## src/rtl/time_counter_pkg.sv

```systemverilog
`default_nettype none
// ============================================================================
// Module      : clock_pkg
// Description : Shared constants, digit widths and BCD helpers for the
//               time-of-day core and its BCD sub-counter.
// Revision    : 1.0 - initial release
// ============================================================================
package clock_pkg;

  // Count limits
  localparam int unsigned SEC_MAX  = 59;
  localparam int unsigned MIN_MAX  = 59;
  localparam int unsigned HR24_MAX = 23;
  localparam int unsigned HR12_MAX = 12;
  localparam int unsigned HR12_MIN = 1;

  // BCD digit widths
  localparam int ONES_W     = 4;
  localparam int HR_TENS_W  = 2;
  localparam int MIN_TENS_W = 3;
  localparam int SEC_TENS_W = 3;

  typedef logic [ONES_W-1:0] bcd_digit_t;

  // Units digit of a decimal constant, for building digit-wise compare values
  function automatic bcd_digit_t ones_of(input int unsigned val);
    return bcd_digit_t'(val % 10);
  endfunction

endpackage
`default_nettype wire

```

## src/rtl/time_counter_if.sv

```systemverilog
`default_nettype none
// ============================================================================
// Module      : time_counter_if
// Description : Bundles the time-of-day core's control inputs and BCD time
//               outputs.
//   master : drives tick_in/set_en/inc_hr/inc_min, reads the time digits
//   slave  : the time_counter core
//   tick_in  1 Hz square wave (asynchronous)
//   set_en   set-mode level
//   inc_hr   hour increment pulse (set mode only)
//   inc_min  minute increment pulse (set mode only)
//   hr_tens/hr_ones/min_tens/min_ones/sec_tens/sec_ones  BCD digits
//   pm       afternoon flag (12-hour build only)
//   sec_tick one-cycle pulse on each seconds advance
// Revision    : 1.0 - initial release
// ============================================================================
interface time_counter_if;
  logic                                tick_in;
  logic                                set_en;
  logic                                inc_hr;
  logic                                inc_min;
  logic [clock_pkg::HR_TENS_W-1:0]     hr_tens;
  logic [clock_pkg::ONES_W-1:0]        hr_ones;
  logic [clock_pkg::MIN_TENS_W-1:0]    min_tens;
  logic [clock_pkg::ONES_W-1:0]        min_ones;
  logic [clock_pkg::SEC_TENS_W-1:0]    sec_tens;
  logic [clock_pkg::ONES_W-1:0]        sec_ones;
  logic                                pm;
  logic                                sec_tick;

  modport master (
    output tick_in, set_en, inc_hr, inc_min,
    input  hr_tens, hr_ones, min_tens, min_ones, sec_tens, sec_ones, pm, sec_tick
  );

  modport slave (
    input  tick_in, set_en, inc_hr, inc_min,
    output hr_tens, hr_ones, min_tens, min_ones, sec_tens, sec_ones, pm, sec_tick
  );
endinterface
`default_nettype wire

```

## src/rtl/time_counter_bcd.sv

```systemverilog
`default_nettype none
// ============================================================================
// Module      : bcd_mod_counter
// Description : Two-digit BCD counter wrapping from MAX back to MIN.
//   clkin  system clock
//   rst    asynchronous active-high reset, loads RST_VAL
//   clr    synchronous load of MIN (takes priority over inc)
//   inc    advance by one
//   tens   tens digit (TENS_W bits)
//   ones   units digit
//   carry  combinational: inc accepted while at MAX (wrap this cycle)
// Revision    : 1.0 - initial release
// ============================================================================
module bcd_mod_counter
  import clock_pkg::*;
#(
  parameter int          TENS_W  = 3,
  parameter int unsigned MAX     = 59,
  parameter int unsigned MIN     = 0,
  parameter int unsigned RST_VAL = 0
) (
  input  wire logic              clkin,
  input  wire logic              rst,
  input  wire logic              clr,
  input  wire logic              inc,
  output      logic [TENS_W-1:0] tens,
  output      bcd_digit_t        ones,
  output      logic              carry
);

  localparam logic [TENS_W-1:0] MAX_T = TENS_W'(MAX / 10);
  localparam bcd_digit_t        MAX_O = ones_of(MAX);
  localparam logic [TENS_W-1:0] MIN_T = TENS_W'(MIN / 10);
  localparam bcd_digit_t        MIN_O = ones_of(MIN);
  localparam logic [TENS_W-1:0] RST_T = TENS_W'(RST_VAL / 10);
  localparam bcd_digit_t        RST_O = ones_of(RST_VAL);

  logic at_max;

  assign at_max = (tens == MAX_T) && (ones == MAX_O);
  // A cleared counter never wraps, so it never carries.
  assign carry  = inc && !clr && at_max;

  always_ff @(posedge clkin or posedge rst) begin
    if (rst) begin
      tens <= RST_T;
      ones <= RST_O;
    end else if (clr) begin
      tens <= MIN_T;
      ones <= MIN_O;
    end else if (inc) begin
      if (at_max) begin
        tens <= MIN_T;
        ones <= MIN_O;
      end else if (ones == 4'd9) begin
        // Digit-wise increment keeps both digits legal BCD throughout.
        tens <= tens + TENS_W'(1);
        ones <= '0;
      end else begin
        ones <= ones + 4'd1;
      end
    end
  end

endmodule
`default_nettype wire

```

## src/rtl/time_counter.sv

```systemverilog
`default_nettype none
// ============================================================================
// Module      : time_counter
// Description : Time-of-day core. Synchronises the 1 Hz tick, detects its
//               rising edge and advances a BCD hh:mm:ss count; set mode
//               allows manual hour/minute adjustment.
//   clkin  system clock
//   rst    asynchronous active-high reset
//   bus    time_counter_if.slave (control inputs, BCD time outputs)
//   H24          1 = 00-23 hours, 0 = 12,01-11 hours with pm flag
//   SYNC_STAGES  synchroniser depth on tick_in (values below 2 use 2)
// Revision    : 1.0 - initial release
// ============================================================================
module time_counter
  import clock_pkg::*;
#(
  parameter bit          H24         = 1'b1,
  parameter int unsigned SYNC_STAGES = 2
) (
  input wire logic        clkin,
  input wire logic        rst,
  time_counter_if.slave   bus
);

  localparam int unsigned SYNC_N = (SYNC_STAGES < 2) ? 2 : SYNC_STAGES;

  logic [SYNC_N-1:0]         sync_q;
  logic                      prev_q;
  logic                      adv;
  logic                      count_adv;
  logic                      sec_carry;
  logic                      min_inc;
  logic                      min_carry;
  logic                      hr_inc;
  logic                      sec_tick_q;
  logic [HR_TENS_W-1:0]      hr_tens_q;
  bcd_digit_t                hr_ones_q;
  logic                      pm_q;
  logic [MIN_TENS_W-1:0]     min_tens_q;
  bcd_digit_t                min_ones_q;
  logic [SEC_TENS_W-1:0]     sec_tens_q;
  bcd_digit_t                sec_ones_q;

  // tick_in synchroniser plus one history flop for rising-edge detection
  always_ff @(posedge clkin or posedge rst) begin
    if (rst) begin
      sync_q <= '0;
      prev_q <= 1'b0;
    end else begin
      sync_q <= {sync_q[SYNC_N-2:0], bus.tick_in};
      prev_q <= sync_q[SYNC_N-1];
    end
  end

  assign adv       = sync_q[SYNC_N-1] && !prev_q;
  // An advance arriving while in set mode is dropped, not deferred.
  assign count_adv = adv && !bus.set_en;

  // In set mode the increment pulses drive minutes/hours directly and the
  // seconds-to-minutes-to-hours carry chain is cut.
  assign min_inc = bus.set_en ? bus.inc_min : sec_carry;
  assign hr_inc  = bus.set_en ? bus.inc_hr  : min_carry;

  bcd_mod_counter #(
    .TENS_W  (SEC_TENS_W),
    .MAX     (SEC_MAX),
    .MIN     (0),
    .RST_VAL (0)
  ) u_sec (
    .clkin (clkin),
    .rst   (rst),
    .clr   (bus.set_en),
    .inc   (count_adv),
    .tens  (sec_tens_q),
    .ones  (sec_ones_q),
    .carry (sec_carry)
  );

  bcd_mod_counter #(
    .TENS_W  (MIN_TENS_W),
    .MAX     (MIN_MAX),
    .MIN     (0),
    .RST_VAL (0)
  ) u_min (
    .clkin (clkin),
    .rst   (rst),
    .clr   (1'b0),
    .inc   (min_inc),
    .tens  (min_tens_q),
    .ones  (min_ones_q),
    .carry (min_carry)
  );

  generate
    if (H24) begin : g_h24
      localparam logic [HR_TENS_W-1:0] MAX_T = HR_TENS_W'(HR24_MAX / 10);
      localparam bcd_digit_t           MAX_O = ones_of(HR24_MAX);

      always_ff @(posedge clkin or posedge rst) begin
        if (rst) begin
          hr_tens_q <= '0;
          hr_ones_q <= '0;
        end else if (hr_inc) begin
          if ((hr_tens_q == MAX_T) && (hr_ones_q == MAX_O)) begin
            hr_tens_q <= '0;
            hr_ones_q <= '0;
          end else if (hr_ones_q == 4'd9) begin
            hr_tens_q <= hr_tens_q + 2'd1;
            hr_ones_q <= '0;
          end else begin
            hr_ones_q <= hr_ones_q + 4'd1;
          end
        end
      end

      assign pm_q = 1'b0;
    end else begin : g_h12
      localparam logic [HR_TENS_W-1:0] MAX_T = HR_TENS_W'(HR12_MAX / 10);
      localparam bcd_digit_t           MAX_O = ones_of(HR12_MAX);
      localparam logic [HR_TENS_W-1:0] MIN_T = HR_TENS_W'(HR12_MIN / 10);
      localparam bcd_digit_t           MIN_O = ones_of(HR12_MIN);
      localparam logic [HR_TENS_W-1:0] PRE_T = HR_TENS_W'((HR12_MAX - 1) / 10);
      localparam bcd_digit_t           PRE_O = ones_of(HR12_MAX - 1);

      // Count order is 12, 01 .. 11; pm flips on the 11 -> 12 step.
      always_ff @(posedge clkin or posedge rst) begin
        if (rst) begin
          hr_tens_q <= MAX_T;
          hr_ones_q <= MAX_O;
          pm_q      <= 1'b0;
        end else if (hr_inc) begin
          if ((hr_tens_q == MAX_T) && (hr_ones_q == MAX_O)) begin
            hr_tens_q <= MIN_T;
            hr_ones_q <= MIN_O;
          end else if ((hr_tens_q == PRE_T) && (hr_ones_q == PRE_O)) begin
            hr_tens_q <= MAX_T;
            hr_ones_q <= MAX_O;
            pm_q      <= !pm_q;
          end else if (hr_ones_q == 4'd9) begin
            hr_tens_q <= hr_tens_q + 2'd1;
            hr_ones_q <= '0;
          end else begin
            hr_ones_q <= hr_ones_q + 4'd1;
          end
        end
      end
    end
  endgenerate

  always_ff @(posedge clkin or posedge rst) begin
    if (rst) begin
      sec_tick_q <= 1'b0;
    end else begin
      sec_tick_q <= count_adv;
    end
  end

  assign bus.hr_tens  = hr_tens_q;
  assign bus.hr_ones  = hr_ones_q;
  assign bus.min_tens = min_tens_q;
  assign bus.min_ones = min_ones_q;
  assign bus.sec_tens = sec_tens_q;
  assign bus.sec_ones = sec_ones_q;
  assign bus.pm       = pm_q;
  assign bus.sec_tick = sec_tick_q;

endmodule
`default_nettype wire

```

## src/flat_wrapper.sv

```systemverilog
// flat-port wrapper written by rule: the top's interface ports become plain ports
module time_counter_flat import clock_pkg::*;
#(
  parameter bit          H24         = 1'b1,
  parameter int unsigned SYNC_STAGES = 2
)
  (clkin, rst, bus_tick_in, bus_set_en, bus_inc_hr, bus_inc_min, bus_hr_tens, bus_hr_ones, bus_min_tens, bus_min_ones, bus_sec_tens, bus_sec_ones, bus_pm, bus_sec_tick);
  time_counter_if bus_i ();
  input wire logic clkin;
  input wire logic rst;
  input wire logic [$bits(bus_i.tick_in)-1:0] bus_tick_in;
  input wire logic [$bits(bus_i.set_en)-1:0] bus_set_en;
  input wire logic [$bits(bus_i.inc_hr)-1:0] bus_inc_hr;
  input wire logic [$bits(bus_i.inc_min)-1:0] bus_inc_min;
  output wire logic [$bits(bus_i.hr_tens)-1:0] bus_hr_tens;
  output wire logic [$bits(bus_i.hr_ones)-1:0] bus_hr_ones;
  output wire logic [$bits(bus_i.min_tens)-1:0] bus_min_tens;
  output wire logic [$bits(bus_i.min_ones)-1:0] bus_min_ones;
  output wire logic [$bits(bus_i.sec_tens)-1:0] bus_sec_tens;
  output wire logic [$bits(bus_i.sec_ones)-1:0] bus_sec_ones;
  output wire logic [$bits(bus_i.pm)-1:0] bus_pm;
  output wire logic [$bits(bus_i.sec_tick)-1:0] bus_sec_tick;
  assign bus_i.tick_in = bus_tick_in;
  assign bus_i.set_en = bus_set_en;
  assign bus_i.inc_hr = bus_inc_hr;
  assign bus_i.inc_min = bus_inc_min;
  assign bus_hr_tens = bus_i.hr_tens;
  assign bus_hr_ones = bus_i.hr_ones;
  assign bus_min_tens = bus_i.min_tens;
  assign bus_min_ones = bus_i.min_ones;
  assign bus_sec_tens = bus_i.sec_tens;
  assign bus_sec_ones = bus_i.sec_ones;
  assign bus_pm = bus_i.pm;
  assign bus_sec_tick = bus_i.sec_tick;
  time_counter #(.H24(H24), .SYNC_STAGES(SYNC_STAGES)) u_core (.clkin(clkin), .rst(rst), .bus(bus_i));
endmodule
```

## config.mk

```make
export PLATFORM = sky130hd
export DESIGN_NAME = time_counter_flat
export DESIGN_NICKNAME = d
export VERILOG_FILES = /design/src/rtl/time_counter_pkg.sv /design/src/rtl/time_counter_if.sv /design/src/rtl/time_counter_bcd.sv /design/src/rtl/time_counter.sv /design/src/flat_wrapper.sv
export SDC_FILE = /design/constraint.sdc
export NUM_CORES = 1
export LEC_CHECK = 0
export CAP_MARGIN = 20
export CORE_MARGIN = 10
export CORE_UTILIZATION = 36
export CTS_CLUSTER_DIAMETER = 150
export DETAILED_ROUTE_END_ITERATION = 6
export PLACE_DENSITY = 0.71
export SYNTH_ARGS = -nofsm -noshare
export SYNTH_HDL_FRONTEND = slang
export SYNTH_SLANG_ARGS = --single-unit
```

## constraint.sdc

```tcl
create_clock -name clkin -period 3.2 [get_ports clkin]
set_input_delay 0.64 -clock clkin [delete_from_list [all_inputs] [get_ports clkin]]
set_output_delay 0.64 -clock clkin [all_outputs]
set_load 0.05 [all_outputs]
```

==> summary by stage, run 1 <==
Placement
Timing analysis after detailed placement gives a worst setup slack of 0.739 ns. The final weighted congestion in routability-driven placement is 0.792. The number of I/O port buffers is 26. Detailed placement ended at an HPWL of 2080 µm. Once placement finished, the instance area stood at 1650 µm².

GRT
The number of antenna violations at the first check in global routing is 0. The global-route usage over all layers is 0.0846. The maximum number of pins on one net before global-route repair is 25.

The wire length of the first global-routing pass is 4510 µm. The total overflow left after global routing is 0. The number of global-route vias before repair is 980.

Synthesis
The adder-cell share of the synthesized area is 0.0934. The post-synthesis instance area is 1340 µm². The share of the Yosys chip area taken by registers is 0.448.

By area, the combinational part of the netlist is dominated by simple AND/OR/NAND/NOR gates. Of the total synthesized cell area, the portion taken by AND, OR, NAND and NOR gates is 0.204. The compound-cell area share of the yosys netlist is 0.162. Measured against the total synthesized area, the mux share comes to 0.0607. After synthesis, the mean cell area works out to 10.6 µm². Synthesis handed over a netlist of 126 instances.

The register bit total from synthesis is 24. Of the total synthesized cell area, the portion taken by XOR and XNOR cells is 0. The distinct cell type count of the synthesized netlist is 36. The synthesized net count is 142. The warning count from the yosys run is 0.

Run status
The flow ran to the end, and the final reports show no timing, DRC or antenna violations.

Timing
After routing, the total negative slack on setup checks comes to 0 ns. The shortest clock period the worst path allows after layout is 2.24 ns. Based on the critical path, the design can be clocked at up to 447 MHz. Setup repair after global routing left no endpoint under its margin. Setup violations remaining at the end of the flow were counted as 0. The final number of hold-violating endpoints is 0.

The final setup slack of the worst path is 0.964 ns. On the final layout, the worst clock skew is 0.00255 ns. The worst max-slew margin expressed relative to the limit is 0.389.

Hold is met by 0.365 ns. The transition time of the tightest slew-check pin is 0.915 ns. The final worst-path cycle share is 0.699. The max-slew violation total from the final report came to 0.

Clock tree
The number of clock sinks is 24. Clock tree synthesis inserted a total of 3 buffers. The later pin in the worst-skew pair is clocked with a latency of 0.26 ns. Clock-pin slew was measured on the worst setup and hold paths at 0.08 ns.

The hold-fix buffer count after cts is 0. Counting along the longest clock path gives a buffer depth of 2. Once the clock tree was built, the setup fixing pass inserted 0 buffers. In this run the number of H-tree levels came out at 1. The cell sitting at the root of the clock tree is a sky130_fd_sc_hd__clkbuf_8. In this run, post-CTS repair resized a total of 0 instances. The clock tree from TritonCTS is done.

Floorplan
The die outline area is 6560 µm². The initial utilization of the core area, before any placement, comes to 0.369. The region available for standard cell placement spans 3630 µm².

The floorplan has 22 rows. The height of the die is 81.0 µm. For this design the top-level I/O count stands at 28.

The floorplan die width is 81.0 µm.

Setup path
The signal on the critical path passes through clkdlybuf4s50_1. STA puts the critical path data arrival time at 1.60 ns. The kind of capture point of the worst setup path is an output port. The startpoint-to-endpoint class of the critical path is flop to output port. The number of cells on the worst reg-to-reg path is 6. Among all stages on the critical path, the largest delay is contributed by sky130_fd_sc_hd__clkdlybuf4s50_1. The startpoint kind of the worst setup timing path is a flop. Of all nets on the critical path, the largest fanout is 6. On the worst path, the slowest cell contributes a delay of 0.86 ns.

The buffers plus inverters on the worst setup path is 1. STA puts the critical path data required time at 2.56 ns. The cell type group with the largest total delay on the critical path is buffers and inverters. The endpoint of the most critical register-to-register path is u_core.bus.hr_tens[0]$_DFFE_PP0P_. In this run the critical register-to-register path is launched from u_core.u_sec.ones[1]$_DFFE_PP0P_. The register-to-register path setup slack is 1.18 ns.

Finish
The area occupied by registers is 601 µm². After filler insertion, the fill cell instance count of the layout stands at 362. The number of nets in the finished design is 171. From synthesis to final layout, the design area changed by 26.4%. The number of antenna repair diodes is 0. The fraction of final layout cells sized beyond drive strength 1 is 0.0980. The summed area of non-filler cells in the final layout is 1690 µm². The area of the multi-input gates is 702 µm².

Flow run
The reported max-cap violation count is 0.

Min path
The path type of the worst min-delay path is flop to flop. The number of cells on the worst hold path is 0. The worst hold path terminates at u_core.sync_q[1]$_DFF_PP0_.

The critical hold path startpoint is u_core.sync_q[0]$_DFF_PP0_.

Drt
The iteration-0 DRC count of the detailed router is 30. The count of nets left with antenna violations once routing finished came out at 0. The detail-routed via count per cell is 5.11. The via count is 1,028. The first TritonRoute pass finished after 4 iterations. After detailed routing, the number of remaining DRC violations is 0. After detailed routing, the average wire length per cell comes to 13.4 µm. Summed over all layers, the routed wires come to 2700 µm.

Pwr
The total power is 1.30 mW. In this run the static leakage power is 0.785 nW. IR analysis of the VDD net gives a maximum drop of 417 µV.

The cell area power density is 767 nW/µm².
==> worst max path at each step <==
stage                     slack [ns]  cells after the start                              from                                end
final                           0.96                      1  u_core.u_sec.tens[2]$_DFFE_PP0P_                    bus_sec_tens[2]
after global routing            0.90                      6                        bus_set_en  u_core.bus.hr_tens[0]$_DFFE_PP0P_
after CTS                       0.95                      1  u_core.u_sec.tens[2]$_DFFE_PP0P_                    bus_sec_tens[2]
after detailed placement        0.74                      6                        bus_set_en  u_core.bus.hr_tens[0]$_DFFE_PP0P_
after global placement          0.78                      6                        bus_set_en  u_core.bus.hr_tens[0]$_DFFE_PP0P_
after floorplan                 1.01                      5  u_core.u_sec.tens[0]$_DFFE_PP0P_  u_core.bus.hr_tens[0]$_DFFE_PP0P_
==> cells in the final DEF, fill, tap and decap left out, drive strengths merged, types with 3 or more instances in the layout <==
cell type and count:
a21oi 13, nand3b 5, nand2b 3, nand2 14, dfrtp 24, o21ai 6
inv 6, ha 10, nor2 9, mux2 6, clkdlybuf4s50 26, clkbuf 3
==> kinds of logic after synthesis <==
kind of cell / after synthesis
adder cells (fa/ha/maj): 10
multiplexers: 7
AO/OA/AOI/OAI: 30
buffers and inverters: 9
other: 1
AND/OR/NAND/NOR: 45
flip-flops: 24
==> layout make-up <==
class	instances	area share
Timing Repair Buffer	27	0.158
Multi-Input combinational cell	93	0.414
Tap cell	48	0.0355
Sequential cell	24	0.355
Inverter	6	0.0133
Clock buffer	3	0.0244
==> where the power goes <==
group          total (mW)  switching (mW)  internal, mW
Combinational       0.651           0.401         0.250
Sequential          0.474          0.0994         0.375
Clock               0.175          0.0906        0.0841
Total                1.30           0.591         0.709
==> stage by stage <==
step | std cells | util
3_5_place_dp | 198 | 0.455
2_1_floorplan | 126 | -
5_1_grt | 201 | 0.466
4_1_cts | 201 | 0.466
6_report | 201 | 0.466
3_3_place_gp | 198 | 0.455
==> synthesized netlist by cell type <==
cell	n	area share
sky130_fd_sc_hd__o31ai_1	1	0.0056
sky130_fd_sc_hd__nand2_1	12	0.034
sky130_fd_sc_hd__nand3b_4	1	0.015
sky130_fd_sc_hd__buf_4	1	0.0056
sky130_fd_sc_hd__o211ai_1	2	0.011
sky130_fd_sc_hd__nand3b_1	4	0.022
sky130_fd_sc_hd__o2bb2ai_1	2	0.013
sky130_fd_sc_hd__mux2_1	1	0.0084
sky130_fd_sc_hd__nand3_1	1	0.0037
sky130_fd_sc_hd__inv_1	6	0.017
sky130_fd_sc_hd__nand4b_4	1	0.018
sky130_fd_sc_hd__o21a_1	1	0.0056
sky130_fd_sc_hd__a21o_1	1	0.0056
sky130_fd_sc_hd__nor2_1	9	0.025
sky130_fd_sc_hd__ha_1	10	0.093
sky130_fd_sc_hd__or3_1	2	0.0093
sky130_fd_sc_hd__a21oi_1	13	0.049
sky130_fd_sc_hd__a22o_1	1	0.0065
sky130_fd_sc_hd__clkbuf_1	2	0.0056
sky130_fd_sc_hd__nor3_1	2	0.0075
sky130_fd_sc_hd__o21ai_0	6	0.022
sky130_fd_sc_hd__and3_1	2	0.0093
sky130_fd_sc_hd__mux2i_1	1	0.0075
sky130_fd_sc_hd__nor3b_1	2	0.011
sky130_fd_sc_hd__a221o_1	1	0.0075
sky130_fd_sc_hd__o41ai_4	1	0.021
sky130_fd_sc_hd__dfrtp_1	24	0.45
sky130_fd_sc_hd__mux2_2	4	0.034
sky130_fd_sc_hd__mux2_4	1	0.011
sky130_fd_sc_hd__nand4bb_1	1	0.0084
sky130_fd_sc_hd__and3b_1	2	0.013
sky130_fd_sc_hd__conb_1	1	0.0028
sky130_fd_sc_hd__nand2_2	2	0.0093
sky130_fd_sc_hd__nand2b_1	3	0.014
sky130_fd_sc_hd__o31ai_4	1	0.016
sky130_fd_sc_hd__nor2b_1	1	0.0047
==> state kept, by name, summed over array words and instances, names as in the netlist, 2 cells and up <==
signal	cells
u_core.u_sec.tens	3
u_core.u_sec.ones	4
u_core.u_min.ones	4
u_core.u_min.tens	3
u_core.sync_q	2
u_core.bus.hr_ones	4
u_core.bus.hr_tens	2
==> per-layer routing <==
layer | routed length (µm) | share of wire | global-route usage | vias up
li1 | - | - | - | 503
met3 | 175 | 0.065 | 0.0177 | 4
met1 | 1130 | 0.42 | 0.0948 | 496
met2 | 1350 | 0.50 | 0.149 | 25
met5 | 0 | 0 | 0 | -
met4 | 42 | 0.016 | 0.0415 | 0
Power figures use the tool's default switching activity.
==> inputs of run 2 (changes only) <==
==> constraint.sdc (replaced) <==
create_clock -name clkin -period 2.35 [get_ports clkin]
set_input_delay 0.47 -clock clkin [delete_from_list [all_inputs] [get_ports clkin]]
set_output_delay 0.47 -clock clkin [all_outputs]
set_load 0.05 [all_outputs]
==> run 2 against run 1 <==
Compared with the run above:
- sequential power grew 36%
- count of clock-buffer cells in the layout is the same
- register-to-register slack lost 0.77 ns
- total power grew 46%
- final area grew 2.7%
- die area is the same
- critical path type unchanged
- largest cell class unchanged
- highest routed layer unchanged
==> summary by stage, run 2 (synthesis results as in run 1) <==
Floorplan
The height of the die is 81.0 µm (unchanged). The floorplan die width came to 81.0 µm (unchanged). The floorplan row count is 22 (unchanged). The number of top-level design ports is 28 (unchanged).

The area of the placeable core is 3630 µm² (unchanged). The initial standard-cell utilization of the core is 0.369 (unchanged). The die outline area came to 6560 µm² (unchanged).

Pwr
The part of the power in registers came to 0.342 (-0.023). The total power came to 1.89 mW (+46%). The combinational share of power came to 0.469 (-0.032).

The internal power was 1.08 mW (+53%). The worst-case vdd ir drop is 744 µV (+78%). The share of total power consumed by net switching is 0.428 (-0.0269).

The clock group share of total power came to 0.189 (+0.055). The switching power of the nets came to 809 µW (+37%). The leakage power summed over all cells is 0.809 nW (+3.1%). The cell area power density is 1090 nW/µm² (+42%).

GRT
The number of global-route vias before repair is 1,052 (+7.3%). The maximum number of pins on one net before global-route repair was 25 (unchanged). The global-route usage over all layers is 0.0944 (+0.00977). The number of antenna violations at the first check in global routing was 0 (unchanged). The global route total overflow is 0 (unchanged). The wire length of the first global-routing pass was 4950 µm (+9.8%).

Timing
The max-slew violation total from the final report is 0 (unchanged). The final number of hold-violating endpoints was 0 (unchanged). Setup repair after global routing left no endpoint under its margin. The transition time of the tightest slew-check pin is 0.510 ns (-0.405 ns). The clock period could shrink to 2.06 ns.

The number of setup violations in the final report was 0 (unchanged). In the finished design, the share of the clock period the worst path needs comes to 0.875. The worst-case clock skew is 0.0117 ns (+0.00913 ns). The timing-limited maximum frequency is 486 MHz.

The worst max-slew margin expressed relative to the limit is 0.659 (+0.270). The sum of negative setup slack is 0 ns (unchanged).

Finish
The filler cell count was 355 (-1.9%). The number of antenna repair diodes is 0 (unchanged). Leaving out fill and tap cells, the most frequent cells in the layout are sky130_fd_sc_hd__clkdlybuf4s50_1, sky130_fd_sc_hd__dfrtp_1, sky130_fd_sc_hd__a21oi_1.

The area occupied by registers is 601 µm² (unchanged). Leaving out fill and tap cells, the most frequent cell in the layout is sky130_fd_sc_hd__clkdlybuf4s50_1. The summed area of non-filler cells in the final layout was 1740 µm² (+2.7%). The number of nets in the finished design is 173 (+1.2%).

The share of the core filled with cells is 0.479 (+0.0124). The area growth from synthesis to layout is 29.8%. The area of the multi-input gates came to 702 µm² (unchanged). The fraction of final layout cells sized beyond drive strength 1 is 0.115 (+0.0173).

Setup path
The reg-to-reg critical path startpoint is u_core.u_sec.ones[1]$_DFFE_PP0P_. Walking the worst path, the cells encountered are clkdlybuf4s50_1. The slowest library cell on the worst path is sky130_fd_sc_hd__clkdlybuf4s50_1. The startpoint kind of the worst setup timing path is a flop. The kind of capture point of the worst setup path is an output port.

The register-to-register path setup slack is 0.41 ns (-0.77 ns). The worst-case reg-to-reg path depth is 7 (+1). The largest driver fanout on the critical path is 6 (unchanged). The cell type group with the largest total delay on the critical path is buffers and inverters. The endpoint of the most critical register-to-register path is u_core.bus.hr_ones[2]$_DFFE_PP0P_.

The required time of the critical path is 1.88 ns (-0.68 ns). The buffers plus inverters on the worst setup path is 1 (unchanged). The largest stage delay on the critical path is 0.85 ns (about the same).

The arrival time reported for the critical path endpoint came to 1.59 ns (about the same). The setup path with the least slack is of type flop to output port.

Clock tree
The CTS H-tree depth is 1 (unchanged). The buffer cell driving the clock tree root is sky130_fd_sc_hd__clkbuf_8. The hold-fix buffer count after cts is 0 (unchanged). The number of buffers on the longest clock path is 2 (unchanged).

The number of clock sinks is 24 (unchanged). The clock insertion delay at the later pin of the skew report is 0.27 ns (about the same). The number of buffers inserted during clock tree synthesis is 3 (unchanged). The clock-pin slew reported for the worst setup and hold paths after clock tree synthesis is 0.09 ns (about the same). The clock tree from TritonCTS is done. The number of gates given a new drive strength after cts is 0 (unchanged). The post-CTS setup-driven buffer insertion count was 0 (unchanged).

Placement
The half-perimeter wire length of the detailed placement result was 2190 µm (+5.5%). The standard cell area after detailed placement is 1670 µm² (+0.91%). The final weighted congestion in routability-driven placement is 0.787 (-0.56%). The number of I/O port buffers is 26 (unchanged).

Min path
The number of cells on the worst hold path is 0 (unchanged). The critical hold path startpoint is u_core.sync_q[0]$_DFF_PP0_. The hold path endpoint is u_core.sync_q[1]$_DFF_PP0_. The path class of the tightest hold or removal check is flop to flop.

Drt
The iteration-0 DRC count of the detailed router was 34 (+13%). The remaining antenna violation count is 0 (unchanged). The first-pass iteration count of the detailed router is 4 (unchanged). The via count is 1,009 (-1.8%). The detail-routed via count per cell is 4.95 (-3.3%). The final wirelength was 2820 µm (+4.5%). The average wire length per cell after detail routing is 13.8 µm (+2.9%). The post-detailed-route DRC marker count is 0 (unchanged).

Flow run
The reported max-cap violation count is 0 (unchanged).

Run status
The flow ran to the end, and the final reports show no timing, DRC or antenna violations.
-- run 2: changes by cell type in the layout (fill, tap and decap cells not counted), sizes merged --
| cell | before | now |
|---|---|---|
| buf | 1 | 3 |
| bufinv | 0 | 1 |
-- run 2: per-stage QoR --
stage          setup slack [ns]  hold WS, ns  instances
3_3_place_gp              0.247        0.340        200
3_5_place_dp              0.212        0.335        200
5_1_grt                   0.231        0.379        204
2_1_floorplan             0.160        0.331        126
4_1_cts                   0.276        0.355        204
6_report                  0.293        0.352        204
-- run 2: worst max path at each step --
stage                                            from                                end  slack (ns)  cells past startpoint
global placement                           bus_set_en  u_core.bus.hr_tens[0]$_DFFE_PP0P_        0.25                      6
global route        u_core.bus.hr_ones[3]$_DFFE_PP0P_                     bus_hr_ones[3]        0.23                      1
detailed placement                         bus_set_en  u_core.bus.hr_tens[0]$_DFFE_PP0P_        0.21                      6
finish               u_core.u_sec.tens[2]$_DFFE_PP0P_                    bus_sec_tens[2]        0.29                      1
CTS                  u_core.u_sec.tens[2]$_DFFE_PP0P_                    bus_sec_tens[2]        0.28                      1
floorplan            u_core.u_sec.tens[0]$_DFFE_PP0P_  u_core.bus.hr_tens[0]$_DFFE_PP0P_        0.16                      5
-- run 2: layout make-up --
type | instances | area share
well taps | 48 | 0.0345
clock inverters | 1 | 0.0173
clock buffers | 3 | 0.0237
multi-input cells | 93 | 0.404
repair buffers | 29 | 0.163
flip-flops and latches | 24 | 0.345
inverters | 6 | 0.0129
-- run 2: power groups by stage --
stage / Combinational (mW) / Sequential, mW / Clock (mW)
2_1_floorplan: 0.292 / 0.961 / 0
3_3_place_gp: 0.879 / 0.642 / 0
3_5_place_dp: 0.904 / 0.652 / 0
4_1_cts: 0.904 / 0.647 / 0.375
5_1_grt: 0.963 / 0.674 / 0.392
6_report: 0.888 / 0.646 / 0.358
-- run 2: per-layer routing --
| metal | part of all wire | wire length, µm | track usage |
|---|---|---|---|
| met4 | 0.012 | 34 | 0.0311 |
| met3 | 0.065 | 184 | 0.0320 |
| met2 | 0.52 | 1480 | 0.170 |
| met5 | 0 | 0 | 0 |
| met1 | 0.40 | 1120 | 0.101 |
==> inputs of run 3 (changes only) <==
--- a/config.mk
+++ b/config.mk
@@ -11,6 +11,7 @@
 export CTS_CLUSTER_DIAMETER = 150
 export DETAILED_ROUTE_END_ITERATION = 6
 export PLACE_DENSITY = 0.71
+export SLEW_MARGIN = 20
 export SYNTH_ARGS = -nofsm -noshare
 export SYNTH_HDL_FRONTEND = slang
 export SYNTH_SLANG_ARGS = --single-unit
==> results of run 3 <==
No change in the layout: final DEF, timing and power equal those of run 2.
